## src/rtl/median_arb_pkg.sv

```systemverilog
// Shared types and defaults for the median_arbiter slice.
//   state_t        : arbiter sequencing states
//   *_DEF          : default parameter values
//   lat_cnt_width  : width of the median-latency down-counter
package median_arb_pkg;

    typedef enum logic [1:0] {
        IDLE    = 2'd0,
        CLEAR   = 2'd1,
        COMPUTE = 2'd2,
        RESPOND = 2'd3
    } state_t;

    localparam int unsigned N_DEF       = 4;
    localparam int unsigned WIDTH_DEF   = 32;
    localparam int unsigned MED_LAT_DEF = 1;

    function automatic int unsigned lat_cnt_width(input int unsigned med_lat);
        return $clog2(med_lat + 1);
    endfunction

endpackage

```

## src/rtl/median_arbiter_rr.sv

```systemverilog
// rr_arbiter: purely combinational N-way round-robin grant.
//   req       in  N      request vector
//   ptr       in  IDX_W  index with highest priority this cycle
//   grant     out N      one-hot grant (zero when no request)
//   grant_idx out IDX_W  index of the granted requester
//   grant_any out 1      at least one request is present
module rr_arbiter #(
    parameter int unsigned N = 4
) (
    input  logic [N-1:0]         req,
    input  logic [$clog2(N)-1:0] ptr,
    output logic [N-1:0]         grant,
    output logic [$clog2(N)-1:0] grant_idx,
    output logic                 grant_any
);

    localparam int unsigned IDX_W = $clog2(N);

    int unsigned       idx;
    logic [IDX_W-1:0]  cand;

    // Scan from ptr upwards, wrapping modulo N; the first hit wins.
    always_comb begin
        grant_idx = '0;
        grant_any = 1'b0;
        idx       = 0;
        cand      = '0;
        for (int unsigned k = 0; k < N; k++) begin
            idx  = (32'(ptr) + k) % N;
            cand = IDX_W'(idx);
            if (!grant_any && req[cand]) begin
                grant_any = 1'b1;
                grant_idx = cand;
            end
        end
        grant = grant_any ? (N'(1) << grant_idx) : '0;
    end

endmodule

```

## src/rtl/median_arbiter.sv

```systemverilog
// median_arbiter: shares one external three-input median unit between N
// requesters using round-robin arbitration.
//   clk, rst               clock, synchronous active-high reset
//   req_valid/req_ready    per-requester operand handshake (ready one-hot)
//   req_word0..2           flattened operands, requester i at [i*WIDTH +: WIDTH]
//   resp_valid/resp_ready  per-requester result handshake (valid one-hot)
//   resp_data              median result for the current owner
//   m_rst_n                active-low clear to the median unit
//   m_word0..2             registered operands to the median unit
//   m_median_word          median unit result
//   busy                   any state other than IDLE
//   done_count             completed responses, wrapping
module median_arbiter
    import median_arb_pkg::*;
#(
    parameter int unsigned N       = N_DEF,
    parameter int unsigned WIDTH   = WIDTH_DEF,
    parameter int unsigned MED_LAT = MED_LAT_DEF
) (
    input  logic                 clk,
    input  logic                 rst,
    input  logic [N-1:0]         req_valid,
    output logic [N-1:0]         req_ready,
    input  logic [N*WIDTH-1:0]   req_word0,
    input  logic [N*WIDTH-1:0]   req_word1,
    input  logic [N*WIDTH-1:0]   req_word2,
    output logic [N-1:0]         resp_valid,
    input  logic [N-1:0]         resp_ready,
    output logic [WIDTH-1:0]     resp_data,
    output logic                 m_rst_n,
    output logic [WIDTH-1:0]     m_word0,
    output logic [WIDTH-1:0]     m_word1,
    output logic [WIDTH-1:0]     m_word2,
    input  logic [WIDTH-1:0]     m_median_word,
    output logic                 busy,
    output logic [31:0]          done_count
);

    localparam int unsigned IDX_W = $clog2(N);
    localparam int unsigned CNT_W = lat_cnt_width(MED_LAT);

    state_t             state, state_nxt;
    logic [IDX_W-1:0]   ptr, owner, gnt_idx;
    logic [N-1:0]       gnt;
    logic               gnt_any;
    logic [WIDTH-1:0]   w0_q, w1_q, w2_q, result_q;
    logic [CNT_W-1:0]   lat_cnt;
    logic               m_rst_n_q;
    logic               accept, lat_last, resp_fire;

    rr_arbiter #(.N(N)) u_rr (
        .req       (req_valid),
        .ptr       (ptr),
        .grant     (gnt),
        .grant_idx (gnt_idx),
        .grant_any (gnt_any)
    );

    assign accept    = (state == IDLE) && gnt_any;
    assign lat_last  = (lat_cnt == '0);
    assign resp_fire = (state == RESPOND) && resp_ready[owner];

    always_comb begin
        state_nxt = state;
        req_ready = '0;
        unique case (state)
            IDLE: begin
                req_ready = gnt;
                if (gnt_any) state_nxt = CLEAR;
            end
            CLEAR:   state_nxt = COMPUTE;
            COMPUTE: if (lat_last) state_nxt = RESPOND;
            RESPOND: if (resp_ready[owner]) state_nxt = IDLE;
            default: state_nxt = IDLE;
        endcase
    end

    always_ff @(posedge clk) begin
        if (rst) begin
            state      <= IDLE;
            ptr        <= '0;
            owner      <= '0;
            w0_q       <= '0;
            w1_q       <= '0;
            w2_q       <= '0;
            result_q   <= '0;
            lat_cnt    <= '0;
            done_count <= '0;
            m_rst_n_q  <= 1'b0;
        end else begin
            state <= state_nxt;
            // Registered from next state so the clear pulse lines up with CLEAR.
            m_rst_n_q <= (state_nxt != CLEAR);
            if (accept) begin
                w0_q  <= req_word0[gnt_idx*WIDTH +: WIDTH];
                w1_q  <= req_word1[gnt_idx*WIDTH +: WIDTH];
                w2_q  <= req_word2[gnt_idx*WIDTH +: WIDTH];
                owner <= gnt_idx;
                ptr   <= (gnt_idx == IDX_W'(N - 1)) ? '0 : gnt_idx + IDX_W'(1);
            end
            if (state == CLEAR) begin
                lat_cnt <= CNT_W'(MED_LAT - 1);
            end else if (state == COMPUTE && !lat_last) begin
                lat_cnt <= lat_cnt - CNT_W'(1);
            end
            if (state == COMPUTE && lat_last) begin
                result_q <= m_median_word;
            end
            if (resp_fire) begin
                done_count <= done_count + 32'd1;
            end
        end
    end

    assign m_rst_n    = m_rst_n_q;
    assign m_word0    = w0_q;
    assign m_word1    = w1_q;
    assign m_word2    = w2_q;
    assign resp_data  = result_q;
    assign resp_valid = (state == RESPOND) ? (N'(1) << owner) : '0;
    assign busy       = (state != IDLE);

endmodule

```

## config.mk

```make
export PLATFORM = sky130hd
export DESIGN_NAME = median_arbiter
export DESIGN_NICKNAME = d
export VERILOG_FILES = /design/src/rtl/median_arb_pkg.sv /design/src/rtl/median_arbiter_rr.sv /design/src/rtl/median_arbiter.sv
export SDC_FILE = /design/constraint.sdc
export NUM_CORES = 1
export LEC_CHECK = 0
export CAP_MARGIN = 20
export CORE_AREA = 2 2 234 236
export DETAILED_ROUTE_END_ITERATION = 12
export DIE_AREA = 0 0 236 238
export PLACE_DENSITY = 0.39
export SYNTH_ARGS = -nofsm -noshare
export SYNTH_HDL_FRONTEND = slang
export SYNTH_SLANG_ARGS = --single-unit
```

## constraint.sdc

```tcl
create_clock -name clk -period 4.9 [get_ports clk]
set_clock_uncertainty 0.1 [all_clocks]
set_input_delay 0.98 -clock clk [delete_from_list [all_inputs] [get_ports clk]]
set_output_delay 0.98 -clock clk [all_outputs]
set_load 0.005 [all_outputs]
```

== Yosys cells after proc, flatten, opt, wreduce, memory -nomap -nowiden ==
Index checks and enable logic that the tools add are counted.
W data, S select, Z words.

* Equal/unequal tests: 5
* Shift-type cells: 5
* Order comparisons: 5
* Add/sub/neg operators: 6
* Reductions and logical operators: 13
* Bitwise gates (word level): 1
* Muxes and demuxes: 26

{| class="wikitable"
|+ Operator list
! operator !! number
|-
| $shiftx A128 B8 Y32 || 3
|-
| $add A32 B1 Y32 const B || 1
|-
| $mux W2 || 8
|-
| $lt A2 B3 Y1 const B || 5
|-
| $mux W4 || 3
|-
| $bmux W1 S2 || 5
|-
| $mux W1 || 9
|-
| $pmux W2 S4 || 1
|-
| $shl A1 B2 Y4 const A || 2
|-
| $logic_and A1 B1 Y1 || 7
|-
| $eq A2 B2 Y1 const B || 3
|-
| $add A2 B1 Y2 const B || 2
|-
| $add A2 B2 Y2 const B || 2
|-
| $logic_not A1 Y1 || 3
|-
| $eq A2 B1 Y1 const B || 1
|-
| $logic_not A2 Y1 || 1
|-
| $ne A2 B1 Y1 const B || 1
|-
| $reduce_bool A2 Y1 || 1
|-
| $reduce_or A2 Y1 || 1
|-
| $not A1 Y1 || 1
|-
| $sub A1 B1 Y1 const B || 1
|}

* Register bits: 168
* Output and inout bits: 170
* Input port bits: 426

== Longest topological paths before layout ==
Gate-level depths: netlist of run 1.

* Word-level depth: 15
* Gate-level depth with buffers: 10

== By module ==
A second synthesis of run 1 with hierarchy kept.

* Cell total of the unflattened synthesis: 971
* Area, all modules: 8904.8 sq um

{| class="wikitable"
|+ By module, submodules not included
! module !! cells an instance !! area each (sq um) !! instances !! sequential area each (sq um)
|-
| median_arbiter || 939 || 8722.1 || 1 || 3363.2
|-
| rr_arbiter || 32 || 182.7 || 1 || 0.0
|}

== Worst setup path after synthesis of run 1 ==
OpenSTA, ideal clock, no wires.

* Path kind: input port to output port
* From: input port req_valid[2]
* To: output port req_ready[3]
* Cell stages on the path: 9
* Arrival: 2.497 ns
* Setup slack: 1.323 ns
* Path through: nor2b_1 > or4b_1 > and2_1 > clkbuf_1 > buf_6 > buf_6 > inv_1 > ha_1 > and2_1

* Longest elaborated chain between the ends: 15
* Elaborated cells on any way between the ends: 25

{| class="wikitable"
|+ RTL lines
! what !! RTL line !! text
|-
| from (decl) || median_arbiter.sv:22 || <nowiki>input logic [N-1:0] req_valid,</nowiki>
|-
| $bmux W1 S2 || median_arbiter_rr.sv:31 || <nowiki>if (!grant_any && req[cand]) begin</nowiki>
|-
| $mux W1 (implied by the code) || median_arbiter_rr.sv:31 ||
|-
| $mux W1 || median_arbiter_rr.sv:31 ||
|-
| $logic_not A1 Y1 || median_arbiter_rr.sv:31 ||
|-
| $logic_and A1 B1 Y1 || median_arbiter_rr.sv:31 ||
|-
| $mux W1 || median_arbiter_rr.sv:31 ||
|-
| $logic_not A1 Y1 || median_arbiter_rr.sv:31 ||
|-
| $logic_and A1 B1 Y1 || median_arbiter_rr.sv:31 ||
|-
| $mux W1 || median_arbiter_rr.sv:31 ||
|-
| $logic_not A1 Y1 || median_arbiter_rr.sv:31 ||
|-
| $logic_and A1 B1 Y1 || median_arbiter_rr.sv:31 ||
|-
| $mux W2 || median_arbiter_rr.sv:31 ||
|-
| $shl A1 B2 Y4 || median_arbiter_rr.sv:36 || <nowiki>grant = grant_any ? (N'(1) << grant_idx) : '0;</nowiki>
|-
| $mux W4 (*) || median_arbiter_rr.sv:36 ||
|-
| $mux W4 (*) || median_arbiter.sv:66 || <nowiki>unique case (state)</nowiki>
|-
| to (decl) || median_arbiter.sv:23 || <nowiki>output logic [N-1:0] req_ready,</nowiki>
|}

Mark *: on every way between the ends. The rest lies on a longest branch, timed or not. The select of a mux whose other input is x is not followed.

== Final worst setup path of run 1 ==
* From: input port req_valid[0]
* To: output port req_ready[3]

The elaborated chain is that of the path after synthesis.

==> results.py, run 1 <==
metrics = {
    "route": {
        "route.vias.total": 9332,
        "via_per_inst": 4.25,
        "wl_per_cell_um": 20.8,
        "drt_pre_antenna_iters": 4,
        "drt_wl_total_um": 45600,
        "drc_errors": 0,
        "drt_iter0_drc": 379,
        "ant_nets": 0,
    },
    "timing": {
        "report.final.slew_viol_count": 0,
        "hold_viol_final": 0,
        "worstMarginPinSlew_ns": 0.850,
        "rsz0062_at_grt": "false",
        "fmax_mhz": 232,
        "setup_viol": 0,
        "slew_headroom": 0.433,
        "final.setup.tns_ns": 0,
        "whs_ns": 0.353,
        "period_minus_slack_ns": 4.31,
        "fin_crit_sh": 0.881,
    },
    "clock_network": {
        "clockRootBuffer": "clkbuf_16",
        "cts_inserted_buffers": 17,
        "clkLatencyLatePin_ns": 0.50,
        "hold_buffers": 0,
        "clockBufferDepth": 2,
        "cts_setup_buffers": 0,
        "cts_resized": 0,
        "path_clk_slew_ns": 0.07,
        "cts_tree": "yes",
        "cts.htree.levels": 4,
        "clock_sink_count": 168,
    },
    "worst_setup_path": {
        "r2r_cells": 7,
        "arrival_ns": 3.23,
        "ff2ff_setup_slack_ns": 2.18,
        "worstPathMaxFanout": 4,
        "setup.worst_path.end_class": "output pin",
        "worstSetupPathType": "in2out",
        "start_kind": "input port",
        "crit_required_ns": 3.82,
        "worst_r2r_startpoint": "ptr[0]$_SDFFE_PP0P_",
        "rr_endpoint": "m_word1[21]$_SDFFE_PP0P_",
    },
    "final_layout": {
        "final_area_sq_um": 15800,
        "fin_nets": 1909,
        "regArea_sq_um": 3360,
        "layout_commonest_cell": "clkdlybuf4s50_1",
        "syn2layout_area_growth_pct": 85.1,
        "drive_gt1_frac": 0.0408,
        "nFillCells": 5692,
        "finish.utilization": 0.295,
        "multi_input_area_sq_um": 4720,
        "final_cell_mix": "clkdlybuf4s50_1, mux2i_1, nand2_1",
    },
    "placement": {
        "place_congestion": 0.768,
        "placed_area_sq_um": 15100,
        "port_buffers": 595,
        "dp_hpwl_um": 35500,
    },
    "global_routing": {
        "grt_max_degree": 98,
        "grt_first_pass_wirelength_um": 64600,
        "antenna_found_initial": 9,
        "grt_pass1_vias": 9422,
        "track_usage": 0.158,
        "grt_overflow": 0,
    },
    "outcome": {
        "status": "completed",
    },
    "min_path": {
        "hold_depth": 2,
        "holdCritPathClass": "reg2reg",
        "hp-start": "resp_data[22]$_SDFFE_PP0P_",
        "min_delay_worst_endpoint": "resp_data[22]$_SDFFE_PP0P_",
    },
    "yosys": {
        "postSynthAreaPerCell_sq_um": 9.22,
        "yosysSeqAreaShare": 0.394,
        "synth_cells": 926,
        "syn_area_sq_um": 8540,
        "syn_nets": 1354,
        "synth_seq_cells": 168,
        "synthDistinctLibCells": 41,
        "yosys_most_used_dff": "dfxtp_1",
        "synth_edf_count": 0,
        "synth_warnings": 0,
        "ys_async_sr_fraction": 0,
    },
    "floorplan": {
        "initial_core_util": 0.160,
        "dieWidth_um": 236,
        "die_area_sq_um": 56200,
        "fp-row-count": 85,
        "ioPinCount": 596,
        "dieHeight_um": 238,
        "core_area_sq_um": 53500,
    },
    "power_and_ir_drop": {
        "max-vdd-ir-drop_v": 0.000246,
        "powerDensity_nw_per_um2": 325,
        "p_leak_nw": 6.23,
    },
    "run": {
        "maxCapViolCount": 0,
    },
}
==> synth_stat cells (2+ instances only) <==
| cell | count | area, sq um |
|---|---|---|
| or3_1 | 4 | 25.0 |
| nand4_1 | 9 | 56.3 |
| inv_1 | 7 | 26.3 |
| nand4b_1 | 6 | 52.6 |
| and3_1 | 6 | 37.5 |
| mux2i_1 | 192 | 1920 |
| o21ai_0 | 12 | 60.1 |
| o221ai_1 | 95 | 832 |
| buf_2 | 7 | 35.0 |
| and4_1 | 6 | 52.6 |
| o211ai_1 | 2 | 15.0 |
| nand2_1 | 181 | 679 |
| xnor2_1 | 4 | 35.0 |
| nor3b_1 | 3 | 22.5 |
| xor2_1 | 12 | 105 |
| nor3_1 | 7 | 35.0 |
| nand3_1 | 12 | 60.1 |
| ha_1 | 2 | 25.0 |
| a21oi_1 | 53 | 265 |
| nor4_1 | 2 | 12.5 |
| clkbuf_1 | 48 | 180 |
| dfxtp_1 | 168 | 3360 |
| nor2_1 | 31 | 116 |
| buf_6 | 21 | 236 |
| o31ai_1 | 5 | 37.5 |
| or4_1 | 6 | 45.0 |
| and2_1 | 7 | 43.8 |
| nor2b_1 | 5 | 31.3 |
==> where the power goes <==
group / internal (W) / switching, W / leakage (nW) / total (W)
registers: 0.00158 / 0.000119 / 1.38 / 0.00170
clock network: 0.000942 / 0.000646 / 0.330 / 0.00159
logic: 0.00105 / 0.000792 / 4.53 / 0.00185
total: 0.00357 / 0.00156 / 6.23 / 0.00513
==> registers in the layout (all words and copies together), names as in the netlist <==
signal,cells
lat_cnt,1
state,2
ptr,2
resp_data,32
done_count,32
m_word1,32
owner,2
m_rst_n,1
m_word2,32
m_word0,32
==> layer usage <==
| metal | track usage | routed length (um) |
|---|---|---|
| met4 | 0.0639 | 1140 |
| met5 | 0 | 63 |
| met1 | 0.176 | 18000 |
| met2 | 0.277 | 23300 |
| met3 | 0.0522 | 3080 |
==> kinds of logic (layout without fill, tap and decap cells) <==
family,Yosys count,in the layout,synth area share
flops,168,168,0.394
compound gates,173,173,0.148
simple gates,290,290,0.155
fa+ha+maj,2,2,0.00293
mux,193,193,0.228
buf+inv,84,652,0.0564
xor+xnor,16,16,0.0164
other cells,0,4,0
==> worst max-delay path, stage by stage <==
cell and delay (ns):
clkdlybuf4s50_1 0.47, nor2b_1 0.17, or4b_1 0.55, and2_4 0.19
inv_1 0.05, ha_1 0.15, and2_1 0.14, clkdlybuf4s50_1 0.54
==> final cells by class <==
type                            count  share of cell area
Inverter                            7             0.00166
Tap cell                          696              0.0551
Multi-Input combinational cell    674               0.299
Timing Repair Buffer              613               0.389
Clock buffer                       20              0.0295
Antenna cell                        4            0.000633
Clock inverter                     12              0.0124
Sequential cell                   168               0.213
==> stage by stage <==
step | setup slack, ns | std cells | total power [W]
finish | 0.585 | 2194 | 0.00513
global placement | 0.583 | 2158 | 0.00361
floorplan | 1.32 | 926 | 0.00257
detailed placement | 0.543 | 2158 | 0.00361
CTS | 0.544 | 2190 | 0.00526
global route | 0.456 | 2194 | 0.00542
==> how the worst max path moves through the flow <==
stage                   end    startpoint  depth (start not counted)  slack, ns
3_5_place_dp   req_ready[3]  req_valid[2]                          8       0.54
2_1_floorplan  req_ready[3]  req_valid[2]                          9       1.32
3_3_place_gp   req_ready[3]  req_valid[2]                          8       0.58
4_1_cts        req_ready[3]  req_valid[2]                          8       0.54
6_report       req_ready[3]  req_valid[0]                          8       0.59
5_1_grt        req_ready[3]  req_valid[2]                          8       0.46
Power figures use the tool's default switching activity.
==> run 2, diff against run 1 <==
Settings changed: CAP_MARGIN 20 to 0, CORE_AREA 2 2 234 236 to 2 2 232 234, DIE_AREA 0 0 236 238 to 0 0 234 236, PLACE_DENSITY 0.39 to 0.4, SYNTH_HIERARCHICAL set to 1.
==> run 2 against run 1 <==
Net effect: final area up 2.5%; total power is 9.9% lower; largest cell class unchanged; global-route usage up 0.63 points; flip-flop and latch count unchanged; worst setup slack improved by 0.40 ns; maximum frequency up 10%; first-iteration DRC count grew 30%; count of clock-buffer cells in the layout increased by 2; largest power group is now sequential cells.
==> results.py, run 2 <==
metrics = {
    "outcome": {
        "status": "completed",
    },
    "worst_setup_path": {
        "worstPathMaxFanout": 7,
        "arrival_ns": 2.84,
        "crit_required_ns": 3.82,
        "worst_r2r_startpoint": "ptr[0]$_SDFFE_PP0P_",
        "setup.worst_path.end_class": "output pin",
        "start_kind": "input port",
        "startpoint": "req_valid[0]",
        "worstSetupPathType": "in2out",
        "r2r_cells": 7,
    },
    "global_routing": {
        "grt_first_pass_wirelength_um": 65600,
        "antenna_found_initial": 9,
        "grt_pass1_vias": 9887,
        "grt_overflow": 0,
        "track_usage": 0.164,
        "grt_max_degree": 117,
    },
    "timing": {
        "setup_viol": 0,
        "rsz0062_at_grt": "false",
        "hold_viol_final": 0,
        "report.final.slew_viol_count": 0,
        "period_minus_slack_ns": 3.92,
        "setup_slack_ns": 0.981,
        "slew_headroom": 0.292,
        "fin_crit_sh": 0.800,
        "whs_ns": 0.352,
        "final.setup.tns_ns": 0,
        "fmax_mhz": 255,
        "worstMarginPinSlew_ns": 1.06,
    },
    "placement": {
        "port_buffers": 595,
        "dp.cells": 2189,
        "pre_cts_ws_ns": 1.07,
        "dp_hpwl_um": 35200,
        "place_congestion": 0.873,
    },
    "floorplan": {
        "ioPinCount": 596,
        "core_area_sq_um": 53100,
        "initial_core_util": 0.168,
        "die_area_sq_um": 55200,
        "dieWidth_um": 234,
        "fp-row-count": 85,
        "dieHeight_um": 236,
    },
    "clock_network": {
        "cts_setup_buffers": 0,
        "cts_resized": 0,
        "clock_sink_count": 168,
        "path_clk_slew_ns": 0.07,
        "cts_inserted_buffers": 17,
        "clkLatencyLatePin_ns": 0.48,
        "cts_tree": "yes",
        "cts.htree.levels": 4,
        "clockBufferDepth": 2,
        "clockRootBuffer": "clkbuf_16",
        "hold_buffers": 0,
    },
    "final_layout": {
        "fin_nets": 1940,
        "final_cell_mix": "clkdlybuf4s50_1, nand2_1, dfxtp_1",
        "syn2layout_area_growth_pct": 81.9,
        "fin_cells": 2225,
        "layout_commonest_cell": "clkdlybuf4s50_1",
        "drive_gt1_frac": 0.106,
    },
    "yosys": {
        "synth_top_area_frac": 0.378,
        "synth_edf_count": 0,
        "synth.most_common_cell": "nand2_1",
        "postSynthAreaPerCell_sq_um": 9.17,
        "synth_common_cells": "nand2_1, dfxtp_1, a21oi_1",
        "synth_seq_cells": 168,
        "synthDistinctLibCells": 43,
        "syn_area_sq_um": 8900,
        "yosysTopAreaCell": "dfxtp_1",
        "syn_nets": 1399,
        "yosysSeqAreaShare": 0.378,
        "synth_warnings": 6,
        "synth_cells": 971,
        "yosys_most_used_dff": "dfxtp_1",
        "synth_area_leaders": "dfxtp_1, mux4_2, nand2_1, a21oi_1, clkbuf_1",
        "ys_async_sr_fraction": 0,
    },
    "route": {
        "drc_errors": 0,
        "drt_wl_total_um": 45600,
        "wl_per_cell_um": 20.5,
        "ant_nets": 0,
        "route.vias.total": 9523,
        "via_per_inst": 4.28,
        "drt_iter0_drc": 491,
        "drt_pre_antenna_iters": 5,
    },
    "power_and_ir_drop": {
        "power_w": 0.00462,
        "p_leak_nw": 5.49,
        "max-vdd-ir-drop_v": 0.000283,
        "powerDensity_nw_per_um2": 286,
    },
    "min_path": {
        "hold_depth": 2,
        "hp-start": "m_word0[7]$_SDFFE_PP0P_",
        "holdCritPathClass": "reg2reg",
    },
    "run": {
        "maxCapViolCount": 0,
    },
}
run 2: report_power, final:
part / total [W] / leakage, nW / internal [W] / switching [W]
registers: 0.00158 / 1.38 / 0.00150 / 0.0000816
clock network: 0.00147 / 0.283 / 0.000830 / 0.000642
logic: 0.00157 / 3.83 / 0.000938 / 0.000635
run 2: kinds of logic after synthesis:
kind of cell,Yosys count,share of synthesized area
xor gates and xnor gates,1,0.000984
buffers and inverters,98,0.0444
and+or+nand+nor,403,0.200
AOI/OAI and AO/OA,188,0.113
adders and majority gates,2,0.00281
DFF,168,0.378
muxes,111,0.261
run 2: final timing paths:
kind / to / slack [ns]
hold reg to reg: m_word0[7]$_SDFFE_PP0P_ / 0.35
setup / recovery: req_ready[1] / 0.98
setup reg to reg: m_word0[27]$_SDFFE_PP0P_ / 2.24
hold / removal: m_word0[7]$_SDFFE_PP0P_ / 0.35
run 2: final cells by class:
class | count | area [sq um]
Antenna cell | 4 | 10.0
Clock buffer | 22 | 464
Clock inverter | 10 | 143
Fill cell | 5544 | 36900
Inverter | 11 | 41.3
Multi-Input combinational cell | 705 | 5180
Sequential cell | 168 | 3360
Tap cell | 696 | 871
Timing Repair Buffer | 609 | 6120
run 2: metal layers:
layer / up-vias / GRT usage / share of wire / routed length, um
met2: 316 / 0.277 / 0.50 / 22600
met4: 10 / 0.0595 / 0.027 / 1220
li1: 4569 / - / - / -
met5: - / 0 / 0.0016 / 72
met3: 52 / 0.0659 / 0.080 / 3670
met1: 4576 / 0.185 / 0.40 / 18000
run 2: critical path, stage by stage:
cell and delay, ns:
clkdlybuf4s50_1 0.54, o21ai_0 0.21, o211a_1 0.16, and2_1 0.35
clkdlybuf4s50_1 0.59
run 2: through the flow:
| step | cell area, sq um | util |
|---|---|---|
| 3_3_place_gp | 15600 | 0.294 |
| 5_1_grt | 16200 | 0.305 |
| 2_1_floorplan | 8900 | - |
| 3_5_place_dp | 15600 | 0.294 |
| 4_1_cts | 16200 | 0.305 |
| 6_report | 16200 | 0.305 |
==> run 3, diff against run 2 <==
Settings changed: CORE_AREA 2 2 232 234 to 2 2 231 233, DIE_AREA 0 0 234 236 to 0 0 233 235, PLACE_DENSITY 0.4 to 0.42.
Clock period 4.9 ns to 3.3 ns, I/O delays scaled along.
==> run 3 against run 2 <==
Net effect: clock power increased by 48%; utilization increased by 0.82 points; die area decreased by 0.85%; first-iteration DRC count decreased by 4.9%; highest routed layer unchanged; largest cell class unchanged; cell count increased by 0.18%; sequential share of layout area decreased by 0.22 points; worst setup slack got worse by 0.83 ns; total power increased by 50%.
==> results.py, run 3 (same netlist as run 2, synthesis figures left out) <==
metrics = {
    "outcome": {
        "status": "completed",
    },
    "floorplan": {
        "fp-row-count": 84,
        "core_area_sq_um": 52200,
        "dieHeight_um": 235,
        "ioPinCount": 596,
        "die_area_sq_um": 54800,
        "initial_core_util": 0.170,
        "dieWidth_um": 233,
    },
    "power_and_ir_drop": {
        "max-vdd-ir-drop_v": 0.000413,
        "powerDensity_nw_per_um2": 422,
        "p_int_w": 0.00489,
        "p_clk_frac": 0.314,
        "p_leak_nw": 5.59,
        "p_sw_w": 0.00203,
        "p_seq_frac": 0.339,
        "switching_share": 0.293,
        "pwr-share-comb": 0.347,
    },
    "final_layout": {
        "regArea_sq_um": 3360,
        "drive_gt1_frac": 0.116,
        "fin_nets": 1955,
        "multi_input_area_sq_um": 5180,
        "syn2layout_area_growth_pct": 83.8,
        "layout_commonest_cell": "clkdlybuf4s50_1",
        "finish.utilization": 0.313,
        "nFillCells": 5426,
        "final_cell_mix": "clkdlybuf4s50_1, nand2_1, dfxtp_1",
    },
    "route": {
        "via_per_inst": 4.30,
        "drt_pre_antenna_iters": 6,
        "drt_iter0_drc": 467,
        "route.vias.total": 9582,
        "drc_errors": 0,
        "ant_nets": 0,
        "wl_per_cell_um": 20.5,
        "drt_wl_total_um": 45600,
    },
    "clock_network": {
        "path_clk_slew_ns": 0.06,
        "clockBufferDepth": 2,
        "clock_sink_count": 168,
        "cts_tree": "yes",
        "cts_inserted_buffers": 17,
        "cts.htree.levels": 4,
        "clkLatencyLatePin_ns": 0.48,
        "hold_buffers": 0,
        "cts_resized": 0,
        "clockRootBuffer": "clkbuf_16",
        "cts_setup_buffers": 0,
    },
    "worst_setup_path": {
        "path_cells": "clkdlybuf4s50_1, buf_4, nor2_1, a221oi_1, nor2b_1, and2_1, clkdlybuf4s50_1",
        "startpoint": "req_valid[1]",
        "worstPathMaxFanout": 5,
        "critPathSlowestCell": "clkdlybuf4s50_1",
        "worst_r2r_startpoint": "owner[0]$_SDFFE_PP0P_",
        "r2r_cells": 5,
        "ff2ff_setup_slack_ns": 0.83,
        "rr_endpoint": "done_count[13]$_SDFFE_PP0P_",
        "setup.worst_path.end_class": "output pin",
        "start_kind": "input port",
        "endpoint": "req_ready[2]",
        "cp_common_cell": "clkdlybuf4s50_1",
        "arrival_ns": 2.39,
        "crit_required_ns": 2.54,
        "worstSetupPathType": "in2out",
        "cp_slowest_stage_delay_ns": 0.54,
    },
    "timing": {
        "fmax_mhz": 317,
        "hold_viol_final": 0,
        "period_minus_slack_ns": 3.15,
        "fin_crit_sh": 0.956,
        "worstMarginPinSlew_ns": 0.777,
        "slew_headroom": 0.482,
        "whs_ns": 0.351,
        "report.final.slew_viol_count": 0,
        "final.setup.tns_ns": 0,
        "rsz0062_at_grt": "false",
        "setup_viol": 0,
    },
    "min_path": {
        "holdCritPathClass": "reg2reg",
        "hold_depth": 2,
    },
    "global_routing": {
        "antenna_found_initial": 5,
        "grt_overflow": 0,
        "grt_pass1_vias": 9905,
        "track_usage": 0.166,
        "grt_max_degree": 80,
        "grt_util_met1": 0.189,
        "use_met2": 0.299,
        "grt_use_met3": 0.0546,
        "grt_first_pass_wirelength_um": 66300,
        "grt.busiest_layer": "met2",
    },
    "placement": {
        "place_congestion": 0.893,
        "port_buffers": 595,
        "dp_hpwl_um": 35700,
    },
    "run": {
        "maxCapViolCount": 0,
    },
}
[run 3: changes by cell type in the layout (fill, tap and decap cells not counted), sizes merged]
cell,before,now
buf,15,30
clkbuf,22,18
clkinv,1,2
clkinvlp,4,6
diode,4,1
inv,13,14
[run 3: metal layers]
metal  vias to the layer above  wire length (um)  share of wire
li1                       4588                 -              -
met1                      4629             17800           0.39
met2                       327             24000           0.53
met3                        34              3310          0.073
met4                         4               512          0.011
met5                         -                23        0.00050
[run 3: worst max-delay path: cells and delay by family]
kind / cells / cell delay [ns]
AO/OA/AOI/OAI: 1 / 0.29
buffers and inverters: 3 / 1.19
AND/OR/NAND/NOR: 3 / 0.25
[run 3: final cells by class]
type	count	share of cell area
repair buffers	624	0.386
flip-flops and latches	168	0.205
diodes	1	0.000153
well taps	688	0.0526
multi-input cells	705	0.316
clock inverters	14	0.0105
inverters	11	0.00252
clock buffers	18	0.0268
[run 3: power by group through the flow]
stage               Clock [W]  Sequential [W]  Combinational, W
finish                0.00217         0.00234           0.00240
global route          0.00235         0.00237           0.00261
CTS                   0.00226         0.00235           0.00246
detailed placement          0         0.00239           0.00246
global placement            0         0.00238           0.00245
floorplan                   0         0.00238           0.00110
[run 3: worst min-delay path by stage]
stage / from / endpoint / slack, ns
floorplan: lat_cnt$_SDFFE_PP0P_ / lat_cnt$_SDFFE_PP0P_ / 0.34
detailed placement: resp_data[6]$_SDFFE_PP0P_ / resp_data[6]$_SDFFE_PP0P_ / 0.35
CTS: resp_data[6]$_SDFFE_PP0P_ / resp_data[6]$_SDFFE_PP0P_ / 0.35
global placement: m_word1[11]$_SDFFE_PP0P_ / m_word1[11]$_SDFFE_PP0P_ / 0.34
global route: resp_data[6]$_SDFFE_PP0P_ / resp_data[6]$_SDFFE_PP0P_ / 0.37
finish: resp_data[6]$_SDFFE_PP0P_ / resp_data[6]$_SDFFE_PP0P_ / 0.35
[run 3: per-stage QoR]
stage / power [W] / area (sq um) / instances / setup slack, ns
after floorplan: 0.00348 / 8900 / 971 / 0.460
after global placement: 0.00484 / 15800 / 2196 / 0.119
after detailed placement: 0.00485 / 15800 / 2196 / 0.107
after CTS: 0.00708 / 16400 / 2228 / 0.139
after global routing: 0.00733 / 16400 / 2229 / 0.0400
final: 0.00692 / 16400 / 2229 / 0.147
